`src/rtl/gpio_cfg_loader.sv`:
```
// GPIO pad-control chain loader: per-pad shadow registers, serial shift of all pads,
// load strobe, and an optional second pass that checks the bits returned from the chain tail.
module gpio_cfg_loader #(
    parameter int                         NUM_PADS      = 9,
    parameter int                         PAD_CTRL_BITS = 12,
    parameter logic [PAD_CTRL_BITS-1:0]   GPIO_DEFAULTS = 12'hC00,
    parameter int                         CLK_DIV       = 2,
    parameter int                         AUTO_LOAD     = 1,
    localparam int                        IW            = (NUM_PADS > 1) ? $clog2(NUM_PADS) : 1
) (
    input  logic                     mclk,
    input  logic                     resetn,
    input  logic                     cfg_wr_en,
    input  logic [IW-1:0]            cfg_wr_idx,
    input  logic [PAD_CTRL_BITS-1:0] cfg_wr_data,
    input  logic [IW-1:0]            cfg_rd_idx,
    output logic [PAD_CTRL_BITS-1:0] cfg_rd_data,
    input  logic                     start,
    input  logic                     verify,
    output logic                     busy,
    output logic                     done,
    output logic                     verify_err,
    output logic [7:0]               err_cnt,
    output logic                     serial_clock,
    output logic                     serial_load,
    output logic                     serial_data_out,
    input  logic                     serial_data_in
);

    // state  | meaning
    // IDLE   | waiting for start; shadow writes allowed
    // LO     | serial_clock low, data bit k presented (pass 2: tail sampled at end)
    // HI     | serial_clock high, data held
    // LOAD   | serial_load strobe, chain latches
    // DONE   | one-cycle completion pulse
    typedef enum logic [2:0] {S_IDLE, S_LO, S_HI, S_LOAD, S_DONE} state_t;

    localparam int L  = NUM_PADS * PAD_CTRL_BITS;
    localparam int KW = (L > 1) ? $clog2(L) : 1;
    localparam int DW = (CLK_DIV > 1) ? $clog2(CLK_DIV) : 1;
    localparam logic [KW-1:0] K_LAST   = KW'(L - 1);
    localparam logic [DW-1:0] DIV_LAST = DW'(CLK_DIV - 1);

    state_t                     r_state;
    state_t                     w_next;
    logic [PAD_CTRL_BITS-1:0]   r_shadow [NUM_PADS];
    logic [KW-1:0]              r_k;
    logic [DW-1:0]              r_div;
    logic                       r_pass;
    logic                       r_vmode;
    logic                       r_auto_pend;
    logic                       r_verify_err;
    logic [7:0]                 r_err_cnt;

    logic                       w_accept;
    logic                       w_accept_verify;
    logic                       w_div_tc;
    logic                       w_last_bit;
    logic                       w_more_pass;
    logic [L-1:0]               w_flat;
    logic [KW-1:0]              w_sidx;
    logic                       w_stream_bit;
    logic                       w_wr_ok;
    logic                       w_sclk;
    logic                       w_sload;
    logic                       w_sdo;
    logic                       w_busy;
    logic                       w_done;
    logic [PAD_CTRL_BITS-1:0]   w_rd_data;

    // Auto-load behaves as a start with verify forced off.
    assign w_accept        = (r_state == S_IDLE) && (start || r_auto_pend);
    assign w_accept_verify = r_auto_pend ? 1'b0 : verify;
    assign w_div_tc        = (r_div == '0);
    assign w_last_bit      = (r_k == K_LAST);
    assign w_more_pass     = r_vmode && (r_pass == 1'b0);
    assign w_wr_ok         = cfg_wr_en && (r_state == S_IDLE) && (int'(cfg_wr_idx) < NUM_PADS);

    // Flattened so pad NUM_PADS-1 MSB sits at the top: stream bit k = w_flat[L-1-k].
    always_comb begin
        w_flat = '0;
        for (int i = 0; i < NUM_PADS; i++) begin
            w_flat[i*PAD_CTRL_BITS +: PAD_CTRL_BITS] = r_shadow[i];
        end
    end

    assign w_sidx       = K_LAST - r_k;
    assign w_stream_bit = w_flat[w_sidx];

    always_comb begin
        w_rd_data = '0;
        if (int'(cfg_rd_idx) < NUM_PADS) begin
            w_rd_data = r_shadow[cfg_rd_idx];
        end
    end

    always_ff @(posedge mclk or negedge resetn) begin
        if (!resetn) begin
            r_state <= S_IDLE;
        end else begin
            r_state <= w_next;
        end
    end

    always_comb begin
        w_next = r_state;
        case (r_state)
            S_IDLE: if (w_accept) w_next = S_LO;
            S_LO:   if (w_div_tc) w_next = S_HI;
            S_HI: begin
                if (w_div_tc) begin
                    if (!w_last_bit || w_more_pass) w_next = S_LO;
                    else                            w_next = S_LOAD;
                end
            end
            S_LOAD: if (w_div_tc) w_next = S_DONE;
            S_DONE: w_next = S_IDLE;
            default: w_next = S_IDLE;
        endcase
    end

    always_comb begin
        w_sclk  = 1'b0;
        w_sload = 1'b0;
        w_sdo   = 1'b0;
        w_busy  = 1'b0;
        w_done  = 1'b0;
        case (r_state)
            S_LO: begin
                w_sdo  = w_stream_bit;
                w_busy = 1'b1;
            end
            S_HI: begin
                w_sclk = 1'b1;
                w_sdo  = w_stream_bit;
                w_busy = 1'b1;
            end
            S_LOAD: begin
                w_sload = 1'b1;
                w_busy  = 1'b1;
            end
            S_DONE:  w_done = 1'b1;
            default: ;
        endcase
    end

    // Divider reloads on every state entry and counts down to its terminal value.
    always_ff @(posedge mclk or negedge resetn) begin
        if (!resetn) begin
            r_div       <= DIV_LAST;
            r_k         <= '0;
            r_pass      <= 1'b0;
            r_vmode     <= 1'b0;
            r_auto_pend <= (AUTO_LOAD != 0);
        end else begin
            r_auto_pend <= 1'b0;
            if (w_next != r_state) begin
                r_div <= DIV_LAST;
            end else if (!w_div_tc) begin
                r_div <= r_div - 1'b1;
            end
            if (w_accept) begin
                r_k     <= '0;
                r_pass  <= 1'b0;
                r_vmode <= w_accept_verify;
            end else if (r_state == S_HI && w_div_tc) begin
                if (!w_last_bit) begin
                    r_k <= r_k + 1'b1;
                end else if (w_more_pass) begin
                    r_k    <= '0;
                    r_pass <= 1'b1;
                end
            end
        end
    end

    always_ff @(posedge mclk or negedge resetn) begin
        if (!resetn) begin
            r_verify_err <= 1'b0;
            r_err_cnt    <= '0;
        end else if (w_accept) begin
            r_verify_err <= 1'b0;
            r_err_cnt    <= '0;
        end else if (r_state == S_LO && w_div_tc && r_pass && (serial_data_in != w_stream_bit)) begin
            r_verify_err <= 1'b1;
            if (r_err_cnt != 8'hFF) begin
                r_err_cnt <= r_err_cnt + 8'd1;
            end
        end
    end

    always_ff @(posedge mclk or negedge resetn) begin
        if (!resetn) begin
            for (int i = 0; i < NUM_PADS; i++) begin
                r_shadow[i] <= GPIO_DEFAULTS;
            end
        end else if (w_wr_ok) begin
            r_shadow[cfg_wr_idx] <= cfg_wr_data;
        end
    end

    assign cfg_rd_data     = w_rd_data;
    assign busy            = w_busy;
    assign done            = w_done;
    assign verify_err      = r_verify_err;
    assign err_cnt         = r_err_cnt;
    assign serial_clock    = w_sclk;
    assign serial_load     = w_sload;
    assign serial_data_out = w_sdo;

endmodule

```
`config.mk`:
```
export PLATFORM = sky130hd
export DESIGN_NAME = gpio_cfg_loader
export DESIGN_NICKNAME = d
export VERILOG_FILES = /design/src/rtl/gpio_cfg_loader.sv
export SDC_FILE = /design/constraint.sdc
export NUM_CORES = 1
export LEC_CHECK = 0
export CAP_MARGIN = 20
export CORE_MARGIN = 5
export CORE_UTILIZATION = 45
export DETAILED_ROUTE_END_ITERATION = 6
export SYNTH_ARGS = -nofsm -noshare
export SYNTH_HDL_FRONTEND = slang
export SYNTH_SLANG_ARGS = --single-unit
```
`constraint.sdc`:
```
create_clock -name mclk -period 6.8 [get_ports mclk]
set_input_delay 1.36 -clock mclk [delete_from_list [all_inputs] [get_ports mclk]]
set_output_delay 1.36 -clock mclk [all_outputs]
set_load 0.005 [all_outputs]
```
Word-level counts from Yosys, hierarchy flattened
Index checks and enable logic that the tools add are counted.

word-level totals
  flip-flop bits (word level) = 131
  bits of input ports = 26
  output and inout bits = 26

operators by class
  add/subtract/negate cells = 4
  magnitude comparators = 6
  eq/ne operators = 9
  multiplexer cells = 36
  bitwise gates (word level) = 4
  reduce and logical (&&, ||, !) cells = 23

operators with widths
  operator             number
  $bwmux 108           1
  $bmux 12 s4          1
  $demux 12 s4         1
  $mux 12              4
  $mux 7               4
  $mux 8               3
  $mux 1               15
  $mux 3               4
  $pmux 3 s4           1
  $ge 5x5->1 const B   2
  $not 4->5            2
  $reduce_bool 2->1    5
  $logic_and 1x1->1    9
  $add 8x1->8 const B  1
  $lt 4x4->1 const B   2
  $lt 7x8->1 const B   1
  $ne 8x8->1 const B   1
  $add 7x1->7 const B  1
  $bmux 1 s7           1
  $eq 7x7->1 const B   1
  $sub 7x7->7 const A  1
  $eq 3x2->1 const B   2
  $lt 5x1->1 const B   1
  $reduce_and 2->1     2
  other kinds (14)     16

Logic depth before layout (Yosys ltp)
  word-level depth = 8
  mapped depth = 12
  mapped depth without buffers = 10

Worst setup path before layout
No wires, ideal clock.

  kind = input to output
  start = input port cfg_rd_idx[0]
  end = output port cfg_rd_data[4]
  arrival = 3.030 ns
  path slack = 2.410 ns
  stages = 5
  buffers on the path = 2
  cells stage by stage = clkbuf_1 > buf_1 > mux4_2 > mux2i_1 > o21ai_0

between the ends
  word-level cells in the longest chain between the ends = 5
  elaborated cells on any way between the ends = 6
  those cells by class = order compare (1); mux (4); bitwise (1)

ends and longest elaborated chain
  element                                     RTL line  text
  from (decl)                                 16        input logic [IW-1:0] cfg_rd_idx,
  $not 4->5 (implied by the code)             93        w_rd_data = r_shadow[cfg_rd_idx];
  $bmux 12 s4                                 93
  $mux 12 (implied by the code) (2 in a row)  93
  $mux 12 (*)                                 92        if (int'(cfg_rd_idx) < NUM_PADS) begin
  to (decl)                                   17        output logic [PAD_CTRL_BITS-1:0] cfg_rd_data,

Every way passes the cells marked *; elsewhere a longest branch is shown, timed or not. The select of a mux whose other input is x is not followed.

Final worst setup path
  start = input port cfg_rd_idx[1]
  end = output port cfg_rd_data[11]

The elaborated chain is that of the path after synthesis.

==> results.py <==
metrics = {
    "clock_network": {
        "cts_num_sinks": 131,
        "hold_buffers": 0,
        "clk_pin_slew_ps": 60,
        "cts_buffers": 17,
        "clockBufferDepth": 2,
        "postCtsResizedCells": 0,
        "post-cts-setup-buffer-count": 0,
        "htreeDepth": 4,
        "clock_latency_ps": 420,
        "cts_tree": "built",
        "cts-root-buf": "clkbuf_16",
    },
    "synth": {
        "ys_types": 54,
        "synth_nets": 578,
        "synth_edf_count": 0,
        "seq_area_frac_synth": 0.457,
        "syn_inst": 547,
        "synth-seq-cells": 131,
        "synth_ff_type": "dfrtp_1",
        "synth_area_mm2": 0.00722,
        "async_flop_share": 1.00,
        "syn_area_per_cell_um2": 13.2,
        "yosysWarnings": 0,
    },
    "sta": {
        "maxSlewHeadroom": 0.381,
        "worstMarginPinSlew_ps": 929,
        "skew_ps": 9.00,
        "drv_slew": 0,
        "post-route-period-util": 0.779,
        "hold_viol": 0,
        "max_freq_mhz": 189,
        "fin_tns_setup_ps": 0,
        "setup-violations-final": 0,
        "rsz0062_at_grt": "false",
        "finalCriticalPeriod_ps": 5290,
    },
    "worst_setup_path": {
        "worstSetupPathType": "in2out",
        "cp-end-kind": "primary output",
        "cp.required_ps": 5440,
        "reg2reg_from": "r_k[0]$_DFFE_PN0P_",
        "startpoint_type": "input port",
        "worstSetupStartpoint": "cfg_rd_idx[1]",
        "worstPathMaxFanout": 13,
        "worstPathArrival_ps": 3930,
    },
    "placement": {
        "place_inst": 796,
        "place_congestion": 0.916,
        "dp_hpwl_um": 13800,
        "io_buffers": 51,
        "postPlaceCellArea_mm2": 0.00801,
    },
    "pwr": {
        "ir_worst_vdd_uv": 171,
        "leakagePower_uw": 0.00379,
        "total_power_uw": 1880,
        "power.density_mw_per_mm2": 218,
    },
    "layout": {
        "postLayoutCoreUtil": 0.546,
        "final_nets": 630,
        "regArea_mm2": 0.00330,
        "multi_input_area_mm2": 0.00378,
        "layout_common_cells": "dfrtp_1, mux2_2, mux4_2",
        "fillers": 1348,
        "fin_cells": 828,
        "area_growth_pct": 19.6,
        "antenna_cells": 0,
        "drive_gt1_frac": 0.399,
        "final_common_cell": "dfrtp_1",
        "fin_area_mm2": 0.00864,
    },
    "detailed_routing": {
        "dr.pass1.iters": 5,
        "via_per_inst": 6.07,
        "drt_iter0_markers": 480,
        "routed_wl_um": 19600,
        "drc_errors": 0,
        "ant_nets": 0,
        "dr_total_vias": 5023,
        "wire_per_inst_um": 23.6,
    },
    "die": {
        "fp.dieW_um": 137,
        "ios": 52,
        "die_area_mm2": 0.0187,
        "die_y_um": 137,
        "start_util": 0.456,
        "num_rows": 46,
        "core_mm2": 0.0158,
    },
    "run_status": {
        "status": "completed",
    },
    "global_routing": {
        "grt_max_degree": 74,
        "grt_pass1_vias": 5197,
        "grt_pass1_wl_um": 31400,
        "antenna_found_initial": 0,
        "grt_usage": 0.226,
        "grt_overflow": 0,
    },
    "worst_hold_path": {
        "hold_path_class": "reg2reg",
        "hp-start": "verify_err$_DFFE_PN0P_",
    },
    "flow_run": {
        "maxCapViolCount": 0,
    },
}
==> cell families after synthesis <==
family,count (synthesis),share of synthesized area
adders and majority gates,5,0.00866
DFF,131,0.457
muxes,183,0.361
xor gates and xnor gates,6,0.00988
buffers and inverters,42,0.0249
and+or+nand+nor,122,0.0892
AOI/OAI and AO/OA,57,0.0487
other,1,0.000519
==> cells in the mapped netlist, drive strengths merged (5+ instances only) <==
cell type	instances	area share
mux2	109	0.17
buf	11	0.0088
inv	6	0.0031
o21ai	27	0.019
dfrtp	111	0.38
nand2b	5	0.0043
mux4	51	0.16
a21oi	13	0.0090
nand3	15	0.010
nor3	5	0.0035
ha	5	0.0087
mux2i	23	0.032
nor2	15	0.0078
nor2b	10	0.0087
and3	13	0.011
clkbuf	24	0.012
nand2	36	0.019
dfstp	20	0.073
==> layout make-up <==
class	instances	share of cell area
multi-input combinational	374	0.438
sequential	131	0.383
timing repair buffer	68	0.0730
clock buffer	19	0.0524
tap	216	0.0313
clock inverter	13	0.0200
inverter	7	0.00304
==> sequential cells by signal, summed over array words and instances (netlist names) <==
signal and flops:
r_state 3, err_cnt 8, r_auto_pend 1, verify_err 1, r_k 7, r_vmode 1, r_div 1, r_pass 1
r_shadow 108
==> report_power, final <==
part	switching, µW	internal, µW
combinational	55.8	50.3
clock	367	602
sequential	13.0	792
total	436	1440
==> worst max-delay path: stages <==
cell             delay [ps]
clkdlybuf4s50_1         770
buf_4                   390
nor4b_2                 370
buf_4                   270
nand2_1                  70
o21ai_0                 120
clkdlybuf4s50_1         570
==> routing by layer <==
metal,vias up,GRT usage,share of wire
li1,2171,-,-
met1,2608,0.330,0.45
met2,218,0.337,0.46
met3,26,0.0544,0.072
met4,0,0.0644,0.020
met5,-,0,0
==> per-stage QoR <==
step | hold slack, ps | setup slack [ps]
after detailed placement | 494 | 1540
after floorplan | 478 | 2410
final | 503 | 1510
after global placement | 486 | 1570
after CTS | 509 | 1540
after global routing | 547 | 1350
==> path summary, 6_finish.rpt <==
check                      slack (ps)  cells after the start                 endpoint
setup / recovery                 1510                      7          cfg_rd_data[11]
hold / removal                    500                      2   verify_err$_DFFE_PN0P_
hold reg to reg                   500                      2   verify_err$_DFFE_PN0P_
max in group asynchronous        4330                      2       r_k[0]$_DFFE_PN0P_
min in group asynchronous        1080                      1  r_shadow[3]$_DFFE_PN0P_
setup reg to reg                 3280                      9   err_cnt[5]$_DFFE_PN0P_
(Power assumes the default switching activity.)
